`config.mk`:
```
export PLATFORM = sky130hd
export DESIGN_NAME = sdma_chan_arbiter_flat
export DESIGN_NICKNAME = d
export VERILOG_FILES = /design/src/rtl/sdma_chan_arbiter_pkg.sv /design/src/rtl/sdma_chan_arbiter_if.sv /design/src/rtl/sdma_chan_arbiter_rr.sv /design/src/rtl/sdma_chan_arbiter.sv /design/src/flat_wrapper.sv
export SDC_FILE = /design/constraint.sdc
export NUM_CORES = 1
export LEC_CHECK = 0
export BUFFER_PORTS_ARGS = -buffer_cell sky130_fd_sc_hd__buf_2
export CORE_UTILIZATION = 40
export DETAILED_ROUTE_END_ITERATION = 16
export HOLD_SLACK_MARGIN = 0.15
export PLACE_DENSITY = 0.67
export SETUP_SLACK_MARGIN = 0.3
export SYNTH_ARGS = -nofsm -noshare
export SYNTH_HDL_FRONTEND = slang
export SYNTH_SLANG_ARGS = --single-unit
```
`constraint.sdc`:
```
create_clock -name WB_CLK -period 3.71 [get_ports WB_CLK]
set_clock_uncertainty 0.15 [all_clocks]
set_input_delay 0.371 -clock WB_CLK [delete_from_list [all_inputs] [get_ports WB_CLK]]
set_output_delay 0.371 -clock WB_CLK [all_outputs]
set_load 0.05 [all_outputs]
```
`src/rtl/sdma_chan_arbiter_pkg.sv`:
```
// sdma_arb_pkg: shared types and constants for the SDMA channel arbiter.
//   arb_state_e - arbiter FSM states
//   xfer_kind_e - transfer kind latched at grant time (burst or single)
//   MAX_REQ     - largest supported requester count
//   ID_W        - width of a requester index
//   next_id()   - round-robin successor of a requester index
package sdma_arb_pkg;

   localparam int MAX_REQ = 8;
   localparam int ID_W    = 3;

   typedef enum logic [2:0] {
      ST_IDLE   = 3'd0,
      ST_REQ    = 3'd1,
      ST_ACTIVE = 3'd2,
      ST_DONE   = 3'd3,
      ST_ERR    = 3'd4
   } arb_state_e;

   typedef enum logic {
      KIND_BURST  = 1'b0,
      KIND_SINGLE = 1'b1
   } xfer_kind_e;

   // Index following id, wrapping from n-1 back to 0.
   function automatic logic [ID_W-1:0] next_id(input logic [ID_W-1:0] id, input int n);
      logic [ID_W-1:0] nxt;
      if (int'(id) >= n - 1) begin
         nxt = {ID_W{1'b0}};
      end else begin
         nxt = id + {{(ID_W-1){1'b0}}, 1'b1};
      end
      return nxt;
   endfunction

endpackage

```
`src/rtl/sdma_chan_arbiter_if.sv`:
```
// sdma_chan_arbiter_if: requester-side and cell-macro-side signals of the arbiter.
//   Inputs to arbiter : Enable_i, Req_i, Sreq_i, SDMA_Active_i, SDMA_Done_i, Tmo_Clr_i
//   Outputs of arbiter: Grant_o, Done_o, SDMA_Req_o, SDMA_Sreq_o, Tmo_o, Err_Intr_o,
//                       Busy_o, Cur_Id_o
//   modport master: the arbiter itself; modport slave: the surrounding fabric.
interface sdma_chan_arbiter_if #(parameter int NUM_REQ = 4);
   import sdma_arb_pkg::*;

   logic               Enable_i;
   logic [NUM_REQ-1:0] Req_i;
   logic [NUM_REQ-1:0] Sreq_i;
   logic [NUM_REQ-1:0] Grant_o;
   logic [NUM_REQ-1:0] Done_o;
   logic               SDMA_Req_o;
   logic               SDMA_Sreq_o;
   logic               SDMA_Active_i;
   logic               SDMA_Done_i;
   logic               Tmo_Clr_i;
   logic               Tmo_o;
   logic               Err_Intr_o;
   logic               Busy_o;
   logic [ID_W-1:0]    Cur_Id_o;

   modport master (
      input  Enable_i, Req_i, Sreq_i, SDMA_Active_i, SDMA_Done_i, Tmo_Clr_i,
      output Grant_o, Done_o, SDMA_Req_o, SDMA_Sreq_o, Tmo_o, Err_Intr_o, Busy_o, Cur_Id_o
   );

   modport slave (
      output Enable_i, Req_i, Sreq_i, SDMA_Active_i, SDMA_Done_i, Tmo_Clr_i,
      input  Grant_o, Done_o, SDMA_Req_o, SDMA_Sreq_o, Tmo_o, Err_Intr_o, Busy_o, Cur_Id_o
   );

endinterface

```
`src/rtl/sdma_chan_arbiter_rr.sv`:
```
// rr_arbiter: combinational round-robin pick.
//   pend    - pending vector, one bit per requester
//   ptr     - highest-priority index for this decision
//   win_gnt - one-hot winner (all zero when nothing pending)
//   win_id  - index of the winner
//   win_any - at least one requester pending
module rr_arbiter
   import sdma_arb_pkg::*;
#(
   parameter int N = 4
)
(
   input  logic [N-1:0]    pend,
   input  logic [ID_W-1:0] ptr,
   output logic [N-1:0]    win_gnt,
   output logic [ID_W-1:0] win_id,
   output logic            win_any
);

   logic [2*N-1:0]  dbl_s;
   logic [N-1:0]    rot_s;
   logic [ID_W-1:0] off_s;
   logic [ID_W:0]   sum_s;
   logic [ID_W:0]   wrap_s;

   // Rotating a doubled copy puts the requester at ptr into bit 0.
   assign dbl_s   = {pend, pend} >> ptr;
   assign rot_s   = dbl_s[N-1:0];
   assign win_any = |rot_s;

   // Lowest set offset in the rotated vector; descending scan lets it be written last.
   always_comb begin
      off_s = {ID_W{1'b0}};
      for (int k = N - 1; k >= 0; k--) begin
         if (rot_s[k]) begin
            off_s = ID_W'(k);
         end else begin
            // lower offsets still get their turn later in the scan
         end
      end
   end

   assign sum_s   = {1'b0, ptr} + {1'b0, off_s};
   assign wrap_s  = (sum_s >= (ID_W+1)'(N)) ? (sum_s - (ID_W+1)'(N)) : sum_s;
   assign win_id  = wrap_s[ID_W-1:0];
   assign win_gnt = win_any ? ({{(N-1){1'b0}}, 1'b1} << win_id) : {N{1'b0}};

endmodule

```
`src/rtl/sdma_chan_arbiter.sv`:
```
// sdma_chan_arbiter: shares one SDMA channel among NUM_REQ requesters.
//   WB_CLK - system clock
//   WB_RST - synchronous active-high reset
//   bus    - sdma_chan_arbiter_if.master: requests, grants, completion/error pulses,
//            cell-macro request/active/done handshake, sticky timeout flag.
// A round-robin winner is granted for a whole transfer; its burst/single request is
// driven to the cell macro until the macro reports Active or Done. A transfer that
// sits in REQ/ACTIVE for TMO_CYC cycles is aborted with an error pulse.
module sdma_chan_arbiter
   import sdma_arb_pkg::*;
#(
   parameter int                 NUM_REQ = 4,
   parameter int                 TMO_W   = 16,
   parameter logic [TMO_W-1:0]   TMO_CYC = 16'hFFFF
)
(
   input  logic                WB_CLK,
   input  logic                WB_RST,
   sdma_chan_arbiter_if.master bus
);

   localparam logic [TMO_W-1:0] TMO_ONE  = {{(TMO_W-1){1'b0}}, 1'b1};
   // Counter holds (cycles spent in REQ/ACTIVE - 1), so this value marks the last allowed cycle.
   localparam logic [TMO_W-1:0] TMO_LAST = TMO_CYC - TMO_ONE;

   arb_state_e         state_r, state_s;
   xfer_kind_e         kind_r, kind_s, win_kind_s;
   logic [ID_W-1:0]    id_r, id_s, ptr_r, win_id_s;
   logic [NUM_REQ-1:0] pend_s, win_gnt_s, grant_r, done_r;
   logic [TMO_W-1:0]   cnt_r;
   logic               win_any_s, launch_s, tmo_hit_s, in_xfer_s;
   logic               sdma_req_r, sdma_sreq_r, tmo_r, err_r, busy_r;

   assign pend_s     = bus.Req_i | bus.Sreq_i;
   // Burst wins when the winner raises both request kinds.
   assign win_kind_s = (|(bus.Req_i & win_gnt_s)) ? KIND_BURST : KIND_SINGLE;
   assign tmo_hit_s  = (cnt_r == TMO_LAST);

   rr_arbiter #(.N(NUM_REQ)) u_rr (
      .pend    (pend_s),
      .ptr     (ptr_r),
      .win_gnt (win_gnt_s),
      .win_id  (win_id_s),
      .win_any (win_any_s)
   );

   // Next-state decode; Done beats timeout expiry, expiry beats Active.
   always_comb begin
      state_s  = state_r;
      launch_s = 1'b0;
      case (state_r)
         ST_IDLE: begin
            if (bus.Enable_i && win_any_s) begin
               state_s  = ST_REQ;
               launch_s = 1'b1;
            end else begin
               state_s  = ST_IDLE;
            end
         end
         ST_REQ: begin
            if (bus.SDMA_Done_i) begin
               state_s = ST_DONE;
            end else if (tmo_hit_s) begin
               state_s = ST_ERR;
            end else if (bus.SDMA_Active_i) begin
               state_s = ST_ACTIVE;
            end else begin
               state_s = ST_REQ;
            end
         end
         ST_ACTIVE: begin
            if (bus.SDMA_Done_i) begin
               state_s = ST_DONE;
            end else if (tmo_hit_s) begin
               state_s = ST_ERR;
            end else begin
               state_s = ST_ACTIVE;
            end
         end
         ST_DONE: state_s = ST_IDLE;
         ST_ERR:  state_s = ST_IDLE;
         default: state_s = ST_IDLE;
      endcase
      kind_s    = launch_s ? win_kind_s : kind_r;
      id_s      = launch_s ? win_id_s : id_r;
      in_xfer_s = (state_s == ST_REQ) || (state_s == ST_ACTIVE);
   end

   // State, bookkeeping and registered outputs, all decoded from the next state.
   always_ff @(posedge WB_CLK) begin
      if (WB_RST) begin
         state_r     <= ST_IDLE;
         kind_r      <= KIND_BURST;
         id_r        <= {ID_W{1'b0}};
         ptr_r       <= {ID_W{1'b0}};
         cnt_r       <= {TMO_W{1'b0}};
         grant_r     <= {NUM_REQ{1'b0}};
         done_r      <= {NUM_REQ{1'b0}};
         sdma_req_r  <= 1'b0;
         sdma_sreq_r <= 1'b0;
         tmo_r       <= 1'b0;
         err_r       <= 1'b0;
         busy_r      <= 1'b0;
      end else begin
         state_r     <= state_s;
         kind_r      <= kind_s;
         id_r        <= id_s;
         ptr_r       <= ((state_s == ST_DONE) || (state_s == ST_ERR)) ? next_id(id_r, NUM_REQ) : ptr_r;
         cnt_r       <= launch_s ? {TMO_W{1'b0}} :
                        (((state_r == ST_REQ) || (state_r == ST_ACTIVE)) ? (cnt_r + TMO_ONE) : cnt_r);
         grant_r     <= in_xfer_s ? (launch_s ? win_gnt_s : grant_r) : {NUM_REQ{1'b0}};
         done_r      <= (state_s == ST_DONE) ? grant_r : {NUM_REQ{1'b0}};
         sdma_req_r  <= (state_s == ST_REQ) && (kind_s == KIND_BURST);
         sdma_sreq_r <= (state_s == ST_REQ) && (kind_s == KIND_SINGLE);
         // A new timeout outranks a clear arriving in the same cycle.
         tmo_r       <= (state_s == ST_ERR) ? 1'b1 : (bus.Tmo_Clr_i ? 1'b0 : tmo_r);
         err_r       <= (state_s == ST_ERR);
         busy_r      <= (state_s != ST_IDLE);
      end
   end

   assign bus.Grant_o     = grant_r;
   assign bus.Done_o      = done_r;
   assign bus.SDMA_Req_o  = sdma_req_r;
   assign bus.SDMA_Sreq_o = sdma_sreq_r;
   assign bus.Tmo_o       = tmo_r;
   assign bus.Err_Intr_o  = err_r;
   assign bus.Busy_o      = busy_r;
   assign bus.Cur_Id_o    = id_r;

endmodule
```
`src/flat_wrapper.sv`:
```
// flat-port wrapper written by rule: the top's interface ports become plain ports
module sdma_chan_arbiter_flat import sdma_arb_pkg::*;
#(
   parameter int                 NUM_REQ = 4,
   parameter int                 TMO_W   = 16,
   parameter logic [TMO_W-1:0]   TMO_CYC = 16'hFFFF
)
  (WB_CLK, WB_RST, bus_Enable_i, bus_Req_i, bus_Sreq_i, bus_SDMA_Active_i, bus_SDMA_Done_i, bus_Tmo_Clr_i, bus_Grant_o, bus_Done_o, bus_SDMA_Req_o, bus_SDMA_Sreq_o, bus_Tmo_o, bus_Err_Intr_o, bus_Busy_o, bus_Cur_Id_o);
  sdma_chan_arbiter_if #(.NUM_REQ(NUM_REQ)) bus_i ();
  input  logic WB_CLK;
  input  logic WB_RST;
  input wire logic [$bits(bus_i.Enable_i)-1:0] bus_Enable_i;
  input wire logic [$bits(bus_i.Req_i)-1:0] bus_Req_i;
  input wire logic [$bits(bus_i.Sreq_i)-1:0] bus_Sreq_i;
  input wire logic [$bits(bus_i.SDMA_Active_i)-1:0] bus_SDMA_Active_i;
  input wire logic [$bits(bus_i.SDMA_Done_i)-1:0] bus_SDMA_Done_i;
  input wire logic [$bits(bus_i.Tmo_Clr_i)-1:0] bus_Tmo_Clr_i;
  output wire logic [$bits(bus_i.Grant_o)-1:0] bus_Grant_o;
  output wire logic [$bits(bus_i.Done_o)-1:0] bus_Done_o;
  output wire logic [$bits(bus_i.SDMA_Req_o)-1:0] bus_SDMA_Req_o;
  output wire logic [$bits(bus_i.SDMA_Sreq_o)-1:0] bus_SDMA_Sreq_o;
  output wire logic [$bits(bus_i.Tmo_o)-1:0] bus_Tmo_o;
  output wire logic [$bits(bus_i.Err_Intr_o)-1:0] bus_Err_Intr_o;
  output wire logic [$bits(bus_i.Busy_o)-1:0] bus_Busy_o;
  output wire logic [$bits(bus_i.Cur_Id_o)-1:0] bus_Cur_Id_o;
  assign bus_i.Enable_i = bus_Enable_i;
  assign bus_i.Req_i = bus_Req_i;
  assign bus_i.Sreq_i = bus_Sreq_i;
  assign bus_i.SDMA_Active_i = bus_SDMA_Active_i;
  assign bus_i.SDMA_Done_i = bus_SDMA_Done_i;
  assign bus_i.Tmo_Clr_i = bus_Tmo_Clr_i;
  assign bus_Grant_o = bus_i.Grant_o;
  assign bus_Done_o = bus_i.Done_o;
  assign bus_SDMA_Req_o = bus_i.SDMA_Req_o;
  assign bus_SDMA_Sreq_o = bus_i.SDMA_Sreq_o;
  assign bus_Tmo_o = bus_i.Tmo_o;
  assign bus_Err_Intr_o = bus_i.Err_Intr_o;
  assign bus_Busy_o = bus_i.Busy_o;
  assign bus_Cur_Id_o = bus_i.Cur_Id_o;
  sdma_chan_arbiter #(.NUM_REQ(NUM_REQ), .TMO_W(TMO_W), .TMO_CYC(TMO_CYC)) u_core (.WB_CLK(WB_CLK), .WB_RST(WB_RST), .bus(bus_i));
endmodule
```
==> flow_summary.yaml <==
global_route:
  use_met1_pct: 20.5
  grtUsageMet3_pct: 3.23
  track_usage_pct: 15.9
  grt_pass1_wl_mm: 6.30
  grt_most_used_layer: "met2"
  grt.overflow.total: 0
  use_met2_pct: 24.2
  grt_pass1_vias: 1409
  antenna_found_initial: 0
  grt_max_degree: 17
power:
  total_power_mw: 1.00
  power.share.clock_pct: 28.6
  sequentialPowerShare_pct: 46.7
  p_per_area_nw_per_um2: 452
  p_leak_nw: 0.864
  p_sw_mw: 0.320
  p_comb_share_pct: 24.7
  intPower_mw: 0.680
  switching_share_pct: 32.0
  irDropWorstVdd_uv: 210
floorplan:
  placementRows: 24
  core-area_um2: 4470
  pin_count: 30
  die_width_um: 71.3
  die_h_um: 71.3
  start_util_pct: 43.0
  design.die.area_um2: 5090
clocking:
  clkTransAtPathRegs_ps: 70
  clockBufferDepth: 2
  cts_buffers: 5
  clock_sink_count: 39
  h-tree-depth: 2
  cts_tree: "done"
  post_cts_buffers: 0
  clk_latency_ps: 290
  root_buffer: "clkbuf_8"
critical_path:
  cp_slowest_cell: "fa_2"
  worstSetupEndpointType: "flip-flop"
  cp-start-kind: "flip-flop"
  slowest_delay_ps: 550
  cpLargestDelayFamily: "simple AND/OR/NAND/NOR gates"
  cp_max_fo: 12
  critPathRequiredTime_ps: 3750
  crit_chain: "nor3b_2, o22a_2, or4b_1, o21ai_1, fa_2, mux4_2, o21ai_0, mux2i_1, and4_1"
  path_class: "reg -> reg"
  cp.arrival_ps: 3250
  path_buf_inv: 0
final_layout:
  syn2layout_area_growth_pct: 15.1
  fillers: 424
  register_area_um2: 782
  multi_input_area_um2: 1110
  drive_gt1_share_pct: 21.8
  nets: 264
  diodes: 0
status:
  violations: "DRC"
  status: "finished, violations left"
yosys:
  synth.most_common_cell: "dfxtp_1"
  synth_commonest_cells: "dfxtp_1, nor2_1, nand2_1"
  synth_enable_flop_cells: 0
  synth_top_area_cell: "dfxtp_1"
  async_flop_share_pct: 0
  post_synth_instance_area_um2: 1920
  synth_area_leaders: "dfxtp_1, nor2_1, xor2_1"
  synth-seq-area-share_pct: 40.6
  yosys.cell_types.count: 43
  yosys_warnings: 0
  synth_top_area_share_pct: 40.6
  ys_ff_latch: 39
  avgSynthCellArea_um2: 9.16
  ys.flop_type: "dfxtp_1"
  syn-num-nets: 231
  syn_inst: 210
routing:
  drtIter0Drc: 67
  drc: 3
  avgRoutedWirePerCell_um: 12.6
  wl_mm: 3.72
  viasPerCell: 5.29
  dr_total_vias: 1561
  firstDrtPassIters: 10
  ant_nets: 0
timing:
  setup_viol: 0
  slew_headroom_pct: 59.7
  hold_viol: 0
  fmax_ghz: 0.312
  min_period_ps: 3210
  slew_viol_final: 0
  finalSetupTns_ps: 0
  layout_setup_ws_ps: 501
  finalCritPeriodShare_pct: 86.5
  grt_setup_unrepaired: "false"
  worst_pin_slew_ps: 600
place:
  portBuffers: 29
  gp_congestion: 0.769
  post-place-ws_ps: 359
  dpl.hpwl_mm: 2.75
job:
  drv_cap: 0
hold_path:
  hold_path.class: "in -> reg"
through the flow:
stage	instance area, um^2	instances	hold slack, ps	util, %
final	2210	295	194	49.5
after global routing	2210	295	205	49.5
after CTS	2210	295	186	49.4
after detailed placement	2120	288	319	47.4
after global placement	2120	288	310	47.4
after floorplan	1920	210	329	-
flip-flops by register name, indices dropped and copies added (netlist names):
| register | cells |
|---|---|
| u_core.bus.Err_Intr_o | 1 |
| u_core.kind_r | 1 |
| u_core.bus.SDMA_Sreq_o | 1 |
| u_core.ptr_r | 3 |
| u_core.bus.Tmo_o | 1 |
| u_core.state_r | 3 |
| u_core.bus.Busy_o | 1 |
| u_core.bus.SDMA_Req_o | 1 |
| u_core.bus.Done_o | 4 |
| u_core.bus.Cur_Id_o | 3 |
| u_core.bus.Grant_o | 4 |
| u_core.cnt_r | 16 |
path summary, 6_finish.rpt:
path                                                    startpoint                                 end  slack (ps)  cells past startpoint
worst max-delay path                  u_core.ptr_r[0]$_SDFFE_PP0P_    u_core.bus.SDMA_Req_o$_SDFF_PP0_         500                      9
worst max register to register        u_core.ptr_r[0]$_SDFFE_PP0P_    u_core.bus.SDMA_Req_o$_SDFF_PP0_         500                      9
worst min register to register  u_core.bus.Grant_o[3]$_SDFFE_PP0P_  u_core.bus.Grant_o[3]$_SDFFE_PP0P_         330                      2
worst min-delay path                                 bus_Tmo_Clr_i       u_core.bus.Tmo_o$_SDFFE_PP0P_         190                      3
cells by family (layout without fill, tap and decap cells):
kind of cell    after synthesis  count (layout)  synth area share (%)
simple gates                107             107                  31.5
flops                        39              39                  40.6
compound gates               29              29                  11.2
xor+xnor                     16              16                  7.29
buf+inv                       8              41                  1.76
fa+ha+maj                     7               7                  4.94
mux                           4               4                  2.73
worst min-delay path: cells and delay by family:
family	cells	cell delay [ps]
AO/OA/AOI/OAI	1	60
AND/OR/NAND/NOR	1	90
buffers and inverters	1	70
power by group through the flow:
stage	sequential, mW	clock, mW	combinational, mW
after global placement	0.476	0	0.244
after detailed placement	0.476	0	0.247
after CTS	0.467	0.299	0.248
after floorplan	0.514	0	0.152
final	0.467	0.286	0.247
after global routing	0.471	0.314	0.272
metal layers:
| layer | wire, um | share of wire [%] | vias up |
|---|---|---|---|
| met4 | 88 | 2.4 | 0 |
| li1 | - | - | 803 |
| met2 | 1670 | 45 | 31 |
| met5 | 0 | 0 | - |
| met1 | 1820 | 49 | 720 |
| met3 | 141 | 3.8 | 7 |
cell usage in the layout, fill, tap and decap left out, types with 4 or more instances in the layout:
cell,n
dfxtp_1,38
nor2_1,29
buf_2,29
nand2_1,23
xor2_1,12
a21oi_1,9
nor3_1,8
nand3_1,8
nand4_1,7
ha_1,6
clkbuf_8,6
inv_1,4
nand2b_1,4
o21ai_0,4
xnor2_1,4
and3_1,4
and2_1,4
final cells by class:
cell class,instances,area share (%)
multi-input combinational,163,50.2
sequential,39,35.3
timing repair buffer,30,6.90
clock buffer,6,3.73
tap,52,2.94
inverter,4,0.678
clock inverter,1,0.226
timing repair:
| item | in CTS | in global routing |
|---|---|---|
| hold endpoints to repair | 0 | 0 |
| endpoints found under the setup margin | 0 | 3 |
| hold buffers | 0 | 0 |
| gates resized for setup | 0 | 2 |
Power figures use the tool's default switching activity.
